==> src/rtl/acc_ctrl_pkg.sv <==
// Shared types for the accelerator sequencing controller: state and error
// codes plus the latched job descriptor.
package acc_ctrl_pkg;

  typedef enum logic [3:0] {
    ST_IDLE  = 4'h0,
    ST_WRITE = 4'h1,
    ST_WAIT  = 4'h2,
    ST_READ  = 4'h3,
    ST_DONE  = 4'h4
  } acc_state_t;

  typedef enum logic [3:0] {
    ER_OKAY        = 4'h0,
    ER_INVALID_CFG = 4'h1,
    ER_OTHERS      = 4'h2,
    ER_TIMEOUT     = 4'h3
  } acc_error_t;

  // Descriptor fields are sized for the widest supported instance; narrower
  // ports are zero-extended on capture.
  localparam int CFG_CNT_W = 8;
  localparam int CFG_TMO_W = 32;

  typedef struct packed {
    logic [CFG_TMO_W-1:0] timeout;
    logic [CFG_CNT_W-1:0] n_out;
    logic [CFG_CNT_W-1:0] n_in;
  } acc_cfg_t;

endpackage

==> src/rtl/acc_beat_cnt.sv <==
// Handshake beat counter; last flags the beat that completes the programmed count.
module acc_beat_cnt #(
  parameter int W = 8
) (
  input  logic         clk,
  input  logic         rst_n,
  input  logic         clr,
  input  logic         beat,
  input  logic [W-1:0] target,
  output logic         last
);

  logic [W-1:0] cnt;

  always_ff @(posedge clk or negedge rst_n) begin
    if (!rst_n) begin
      cnt <= '0;
    end else if (clr) begin
      cnt <= '0;
    end else if (beat) begin
      cnt <= cnt + W'(1);
    end
  end

  assign last = beat && ((cnt + W'(1)) == target);

endmodule

==> src/rtl/acc_seq_ctrl.sv <==
// Job sequencer: descriptor -> input stream to core -> wait for done (with
// optional timeout) -> result stream to host -> done/irq until cleared.
//   state    | meaning
//   ST_IDLE  | ready for a descriptor
//   ST_WRITE | input words pass through to the core
//   ST_WAIT  | waiting for core_done_i, timeout counting down
//   ST_READ  | result words pass through to the host
//   ST_DONE  | state/error held until clear_i
module acc_seq_ctrl
  import acc_ctrl_pkg::*;
#(
  parameter int DATA_W    = 32,
  parameter int MAX_IN    = 16,
  parameter int MAX_OUT   = 16,
  parameter int TIMEOUT_W = 16,
  parameter int CNT_IN_W  = $clog2(MAX_IN + 1),
  parameter int CNT_OUT_W = $clog2(MAX_OUT + 1)
) (
  input  logic                 clk,
  input  logic                 rst_n,
  input  logic                 cfg_valid_i,
  output logic                 cfg_ready_o,
  input  logic [CNT_IN_W-1:0]  cfg_n_in_i,
  input  logic [CNT_OUT_W-1:0] cfg_n_out_i,
  input  logic [TIMEOUT_W-1:0] cfg_timeout_i,
  input  logic [DATA_W-1:0]    in_data_i,
  input  logic                 in_valid_i,
  output logic                 in_ready_o,
  output logic [DATA_W-1:0]    core_data_o,
  output logic                 core_valid_o,
  input  logic                 core_ready_i,
  output logic                 core_start_o,
  input  logic                 core_done_i,
  input  logic [DATA_W-1:0]    core_res_i,
  input  logic                 core_res_valid_i,
  output logic                 core_res_ready_o,
  output logic [DATA_W-1:0]    out_data_o,
  output logic                 out_valid_o,
  input  logic                 out_ready_i,
  input  logic                 clear_i,
  output logic [3:0]           state_o,
  output logic [3:0]           error_o,
  output logic                 busy_o,
  output logic                 irq_o
);

  acc_state_t           state;
  acc_error_t           error;
  acc_cfg_t             cfg_q;
  logic [CFG_TMO_W-1:0] tmo_cnt;
  logic                 start_q;
  logic                 irq_q;
  logic                 cfg_bad;
  logic                 in_wr, out_rd;
  logic                 in_beat, out_beat;
  logic                 in_last, out_last;

  assign cfg_bad = (cfg_n_in_i == '0)
                || (cfg_n_in_i > CNT_IN_W'(MAX_IN))
                || (cfg_n_out_i > CNT_OUT_W'(MAX_OUT));

  assign in_wr    = (state == ST_WRITE);
  assign out_rd   = (state == ST_READ);
  assign in_beat  = in_wr && in_valid_i && core_ready_i;
  assign out_beat = out_rd && core_res_valid_i && out_ready_i;

  acc_beat_cnt #(.W(CFG_CNT_W)) u_in_cnt (
    .clk    (clk),
    .rst_n  (rst_n),
    .clr    (state == ST_IDLE),
    .beat   (in_beat),
    .target (cfg_q.n_in),
    .last   (in_last)
  );

  acc_beat_cnt #(.W(CFG_CNT_W)) u_out_cnt (
    .clk    (clk),
    .rst_n  (rst_n),
    .clr    (state == ST_IDLE),
    .beat   (out_beat),
    .target (cfg_q.n_out),
    .last   (out_last)
  );

  always_ff @(posedge clk or negedge rst_n) begin
    if (!rst_n) begin
      state   <= ST_IDLE;
      error   <= ER_OKAY;
      cfg_q   <= '0;
      tmo_cnt <= '0;
      start_q <= 1'b0;
      irq_q   <= 1'b0;
    end else begin
      start_q <= 1'b0;
      irq_q   <= 1'b0;
      case (state)
        ST_IDLE: begin
          if (cfg_valid_i) begin
            cfg_q.n_in    <= CFG_CNT_W'(cfg_n_in_i);
            cfg_q.n_out   <= CFG_CNT_W'(cfg_n_out_i);
            cfg_q.timeout <= CFG_TMO_W'(cfg_timeout_i);
            if (cfg_bad) begin
              state <= ST_DONE;
              error <= ER_INVALID_CFG;
              irq_q <= 1'b1;
            end else begin
              state   <= ST_WRITE;
              error   <= ER_OKAY;
              start_q <= 1'b1;
            end
          end
        end
        ST_WRITE: begin
          // An early done means the core and sequencer disagree on the job.
          if (core_done_i) begin
            state <= ST_DONE;
            error <= ER_OTHERS;
            irq_q <= 1'b1;
          end else if (in_last) begin
            state   <= ST_WAIT;
            tmo_cnt <= cfg_q.timeout;
          end
        end
        ST_WAIT: begin
          if (core_done_i) begin
            if (cfg_q.n_out == '0) begin
              state <= ST_DONE;
              irq_q <= 1'b1;
            end else begin
              state <= ST_READ;
            end
          end else if (cfg_q.timeout != '0) begin
            tmo_cnt <= tmo_cnt - CFG_TMO_W'(1);
            if (tmo_cnt == CFG_TMO_W'(1)) begin
              state <= ST_DONE;
              error <= ER_TIMEOUT;
              irq_q <= 1'b1;
            end
          end
        end
        ST_READ: begin
          if (out_last) begin
            state <= ST_DONE;
            irq_q <= 1'b1;
          end
        end
        ST_DONE: begin
          if (clear_i) state <= ST_IDLE;
        end
        default: state <= ST_IDLE;
      endcase
    end
  end

  assign core_data_o      = in_data_i;
  assign core_valid_o     = in_wr && in_valid_i;
  assign in_ready_o       = in_wr && core_ready_i;
  assign out_data_o       = core_res_i;
  assign out_valid_o      = out_rd && core_res_valid_i;
  assign core_res_ready_o = out_rd && out_ready_i;

  assign cfg_ready_o  = (state == ST_IDLE);
  assign busy_o       = (state != ST_IDLE) && (state != ST_DONE);
  assign state_o      = state;
  assign error_o      = error;
  assign core_start_o = start_q;
  assign irq_o        = irq_q;

endmodule

==> config.mk <==
export PLATFORM = sky130hd
export DESIGN_NAME = acc_seq_ctrl
export DESIGN_NICKNAME = d
export VERILOG_FILES = /design/src/rtl/acc_ctrl_pkg.sv /design/src/rtl/acc_beat_cnt.sv /design/src/rtl/acc_seq_ctrl.sv
export SDC_FILE = /design/constraint.sdc
export NUM_CORES = 1
export LEC_CHECK = 0
export CORE_MARGIN = 2
export CORE_UTILIZATION = 41
export DETAILED_ROUTE_END_ITERATION = 6
export DONT_BUFFER_PORTS = 1
export GPL_TIMING_DRIVEN = 0
export HOLD_SLACK_MARGIN = 0.03
export PLACE_DENSITY = 0.54
export SYNTH_ARGS = -nofsm -noshare
export SYNTH_HDL_FRONTEND = slang
export SYNTH_HIERARCHICAL = 1
export SYNTH_SLANG_ARGS = --single-unit
==> constraint.sdc <==
create_clock -name clk -period 3.93 [get_ports clk]
set_input_delay 0.9825 -clock clk [delete_from_list [all_inputs] [get_ports clk]]
set_output_delay 0.9825 -clock clk [all_outputs]
set_load 0.01 [all_outputs]
[Yosys cells after proc, flatten, opt, wreduce, memory -nomap -nowiden]
Index checks and enable logic that the tools add are counted.
Word-level totals
  register bits after elaboration: 84
  latch bits: 0
  memory bits (writable): 0
  bits in read-only memories: 0
  input port bits: 99
  output and inout port bits: 80
  word-level logic and storage cells: 98
  memories: 0
Operators by class
  add/sub/neg operators: 3
  $mul: 0
  div/mod/pow operators: 0
  order comparisons: 2
  equal/unequal tests: 20
  shift operators: 0
  mux-type cells: 39
  bitwise operators: 0
  reduce and logical (&&, ||, !) cells: 24
Operator list (number)
  $mux 32: 4
  $pmux 32 s2: 1
  $mux 4: 13
  $eq 32x1->1 const B: 1
  $mux 8: 4
  $reduce_bool 32->1: 1
  $sub 32x1->32 const B: 1
  $pmux 4 s5: 1
  $add 8x1->8 const B: 2
  $eq 8x5->1: 2
  $ne 2x2->1 const B: 7
  $mux 1: 12
  $pmux 4 s3: 1
  $reduce_and 6->1: 2
  $gt 5x5->1 const B: 2
  $logic_and 1x1->1: 9
  $eq 4x2->1 const B: 2
  $logic_not 8->1: 1
  $mux 3: 2
  $ne 3x3->1 const B: 2
  $reduce_bool 2->1: 3
  $logic_not 5->1: 1
  $reduce_and 5->1: 1
  $eq 4x1->1 const B: 1
  other kinds (10): 12

[Longest topological paths before layout]
  depth in word-level cells: 7
  gate-level depth with buffers: 14
  depth with buffers taken out: 10

[Cells and area by module]
The synthesis kept the hierarchy.
By module, submodules not included
  acc_seq_ctrl: instances 1, cells each 471, area each 3945.0 µm², seq. area each 1626.6 µm²
  acc_beat_cnt: instances 2, cells each 65, area each 593.1 µm², seq. area each 200.2 µm²

[Worst setup path before layout]
Ideal clock, no wire load.
  kind: input port to flip-flop
  start: input port core_ready_i
  end: register tmo_cnt[28]
  library setup time: 0.078 ns
  data arrival time: 3.878 ns
  required time: 3.852 ns
  slack: -0.026 ns
  stages: 11
  buffers on the path: 2
  path through: nor3b_1 > and2_1 > clkbuf_1 > nand4_1 > a2111oi_2 > nand3b_1 > a211oi_2 > o211ai_1 > clkbuf_1 > or4b_2 > a21oi_1
Between the ends
  cells in the longest elaborated chain, start to end: 4
RTL lines
  start: declaration: RTL line acc_seq_ctrl.sv:31  | input logic core_ready_i,
  $logic_and 1x1->1: RTL line acc_seq_ctrl.sv:64  | assign in_beat = in_wr && in_valid_i && core_ready_i;
  via in_beat: RTL line acc_seq_ctrl.sv:55  | logic in_beat, out_beat;
  $logic_and 1x1->1: RTL line acc_beat_cnt.sv:25  | assign last = beat && ((cnt + W'(1)) == target);
  via in_last: RTL line acc_seq_ctrl.sv:56  | logic in_last, out_last;
  $ne 2x1->1 (no source line)
  $reduce_and 5->1 (no source line)
  end signal: assignment: RTL line acc_seq_ctrl.sv:121  | tmo_cnt <= cfg_q.timeout;
  end signal: assignment: RTL line acc_seq_ctrl.sv:133  | tmo_cnt <= tmo_cnt - CFG_TMO_W'(1);
  end: declaration: RTL line acc_seq_ctrl.sv:50  | logic [CFG_TMO_W-1:0] tmo_cnt;
The timed path passes the listed nets, and every way through them passes these cells.
A chain may end at the register's enable or synchronous reset.

[Final worst setup path]
  start: register state[1], in the netlist state_o[1]
  end: register tmo_cnt[28]
Between the ends
  cells in the longest elaborated chain, start to end: 6
  elaborated cells on any way between the ends: 12
  classes of those cells: 6 x eq/ne; 1 x mux; 5 x reduce/logical
RTL lines
  start: declaration: RTL line acc_seq_ctrl.sv:47  | acc_state_t state;
  start signal: assignment: RTL line acc_seq_ctrl.sv:87  | state <= ST_IDLE;
  start signal: assignment: RTL line acc_seq_ctrl.sv:103  | state <= ST_DONE;
  start signal: assignment: RTL line acc_seq_ctrl.sv:107  | state <= ST_WRITE;
  $eq 4x1->1: RTL line acc_seq_ctrl.sv:62  | assign in_wr = (state == ST_WRITE);
  $logic_and 1x1->1 (2 in series): RTL line acc_seq_ctrl.sv:64
  via in_beat: RTL line acc_seq_ctrl.sv:55
  $logic_and 1x1->1: RTL line acc_beat_cnt.sv:25
  via in_last: RTL line acc_seq_ctrl.sv:56
  $ne 2x1->1 (no source line)
  $reduce_and 5->1 (no source line)
The timed path passes the listed nets, and every way through them passes these cells.

==> flow_metrics.env <==
export IMPL_cts_root_buf="clkbuf_16"
export IMPL_start_util_pct=42.37
export IMPL_die_h_um=115.9
export IMPL_drt_pass1_iter_count=4
export IMPL_ys_flop_type="dfrtp_1"
export IMPL_max_freq_mhz=271.4
export IMPL_ys_seq_area_share_pct=39.50
export IMPL_final_max_slew_violation_count=0
export IMPL_cp_data_arrival_time_ns=3.94
export IMPL_ant_nets=0
export IMPL_cp_start_kind="flip-flop"
export IMPL_postSynthAreaPerCell_um2=8.538
export IMPL_die_area_um2=13430
export IMPL_async_reset_ff_share_pct=100.0
export IMPL_clk_pin_slew_ns=0.06
export IMPL_cts_sinks=81
export IMPL_cp_end_kind="flip-flop"
export IMPL_grt_max_degree=82
export IMPL_hold_violations=0
export IMPL_synth_area_um2=5131
export IMPL_hp_class="in -> async"
export IMPL_internal_power_mw=1.868
export IMPL_synth_cell_types=62
export IMPL_drc=0
export IMPL_seq_area_um2=2027
export IMPL_synth_edf_count=0
export IMPL_drt_initial_drc_count=292
export IMPL_switching_share_pct=38.83
export IMPL_netSwitchingPower_mw=1.186
export IMPL_synthTopCellsByCount="nand2_1 (103), dfrtp_1 (81), buf_4 (71)"
export IMPL_clk_path_buf_depth=2
export IMPL_nFillCells=1213
export IMPL_setup_viol=0
export IMPL_cp_required_ns=4.19
export IMPL_vias=4320
export IMPL_multi_input_area_um2=2520
export IMPL_synthCells=601
export IMPL_relSlewSlack_pct=34.20
export IMPL_rsz0062_at_grt="false"
export IMPL_p_seq_share_pct=44.1
export IMPL_grt_pass1_vias=3923
export IMPL_ir_drop_v=0.0002293
export IMPL_post_route_period_util_pct=93.74
export IMPL_core_um2=12110
export IMPL_antenna_cells=0
export IMPL_max_cap_viol_count=0
export IMPL_drive_above_1_share_pct=18.30
export IMPL_viasPerCell=5.461
export IMPL_period_needed_ns=3.684
export IMPL_synth_area_leaders="dfrtp_1 (40%), buf_4 (10%), nand2_1 (7.5%), a21oi_1 (3.9%), xnor2_1 (3.6%)"
export IMPL_power_mw=3.054
export IMPL_cpMaxStageDelayCell="or4b_2"
export IMPL_yosysTopAreaCell="dfrtp_1"
export IMPL_port_buffers=0
export IMPL_path_cells="clkbuf_2, nand2b_2, nor3b_4, and2_4, nand4_1, a2111oi_4, nand3b_1, a211oi_4, o211ai_1, buf_2, or4b_2, a21oi_1"
export IMPL_gr_total_overflow=0
export IMPL_grt_pass1_wl_mm=19.94
export IMPL_syn2layout_area_growth_pct=10.36
export IMPL_path_class="reg -> reg"
export IMPL_die_w_um=115.9
export IMPL_rows=40
export IMPL_worst_pin_slew_ns=0.9779
export IMPL_avgRoutedWirePerCell_um=15.86
export IMPL_globalplace_congestion=0.8330
export IMPL_wirelength_mm=12.55
export IMPL_fin_hold_ws_ns=0.3419
export IMPL_pwr_share_clk_pct=23.9
export IMPL_nets=725
export IMPL_h_tree_depth=3
export IMPL_synth_most_common_cell="nand2_1"
export IMPL_p_comb_share_pct=32.1
export IMPL_pwr_density_cell_nw_per_um2=539.2
export IMPL_ios=179
export IMPL_dp_hpwl_mm=9.076
export IMPL_cts_tree="done"
export IMPL_synth_top_area_share_pct=39.50
export IMPL_finClkSkew_ns=0.005314
export IMPL_slowest_delay_ns=0.61
export IMPL_grtUsageTotal_pct=18.96
export IMPL_clk_latency_ns=0.34
export IMPL_outcome="complete, no violations"
export IMPL_numCtsBuffers=9
export IMPL_ys_warn_count=6
export IMPL_cp_max_fo=10
export IMPL_grt_antenna_before_repair=0
export IMPL_synth_seq_cells=81
export IMPL_p_leak_nw=2.453
[repair_timing]
item                       CTS  global route
pin swaps                    1             1
hold buffers                 0             0
setup endpoints to repair   32            21
hold endpoints to repair     0             0
resized for setup            4            10
buffers inserted             1             0
[sequential cells by signal (all words and copies together) (netlist names)]
signal and cells:
tmo_cnt 32, cfg_q 26, u_in_cnt/cnt 8, u_out_cnt/cnt 8, state_o 3, error_o 2
core_start_o 1, irq_o 1
[routing by layer]
metal  share of wire, %  up-vias  GRT usage [%]
li1                   -     2096              -
met1                 46     2032          26.58
met2                 46      180          29.90
met3                7.0       12          3.609
met4                1.2        0          5.794
met5                  0        -              0
[final timing paths]
path | start | slack, ns | cells past startpoint | to
worst max-delay path | state_o[1] | 0.25 | 12 | tmo_cnt[28]
worst max register to register | state_o[1] | 0.25 | 12 | tmo_cnt[28]
min in group clk | cfg_q[0] | 0.49 | 2 | cfg_q[0]
worst min-delay path | rst_n | 0.34 | 0 | cfg_q[25]
max in group asynchronous | rst_n | 3.47 | 0 | u_in_cnt/cnt[0]
worst min register to register | cfg_q[0] | 0.49 | 2 | cfg_q[0]
[power by group through the flow]
stage	sequential, mW	clock (mW)	combinational (mW)
after global placement	1.34	0	0.953
final	1.35	0.729	0.980
after detailed placement	1.35	0	0.969
after global routing	1.38	0.779	1.12
after CTS	1.34	0.752	0.978
after floorplan	1.26	0	0.775
[placed cells by master, fill, tap and decap left out, types with 9 or more instances in the layout]
cell type,count
nand4_1,12
dfrtp_1,81
nand2_1,103
nor2_1,36
xor2_1,10
nor3_1,17
buf_4,72
clkbuf_1,18
a21oi_1,40
conb_1,11
nor4_1,13
xnor2_1,21
nand3_1,15
o21ai_0,23
clkbuf_16,9
[stage by stage]
step	instances	setup TNS, ns	worst slack [ns]	util, %	cell area (µm²)
floorplan	611	0	0.1142	-	5174
detailed placement	779	-7.423	-0.5311	44.45	5384
finish	791	0	0.2459	46.76	5663
global placement	779	-7.231	-0.5172	44.45	5384
CTS	791	0	0.01358	46.55	5638
global route	791	0	0.02759	46.76	5663
[logic make-up after synthesis]
group           Yosys count  synth area share [%]
fa+ha+maj                 4                0.9754
mux                       2                0.3902
other cells               1               0.07308
xor+xnor                 31                 5.291
flops                    81                 39.50
buf+inv                 104                 12.83
simple gates            264                 26.60
compound gates          114                 14.34
[critical path: cells and delay by family (launching register included)]
kind / cells / cell delay [ns]
compound gates: 4 / 1.04
flops: 1 / 0.44
buf+inv: 2 / 0.43
simple gates: 6 / 1.70
[final cells by class]
cell class | count | share of cell area (%)
buffer | 97 | 11.25
clock buffer | 10 | 4.043
clock inverter | 2 | 0.1768
inverter | 6 | 0.3977
multi-input combinational | 426 | 44.50
sequential | 81 | 35.79
tap | 168 | 3.712
timing repair buffer | 1 | 0.1326
Note: power is estimated with default switching activity, not from simulation.
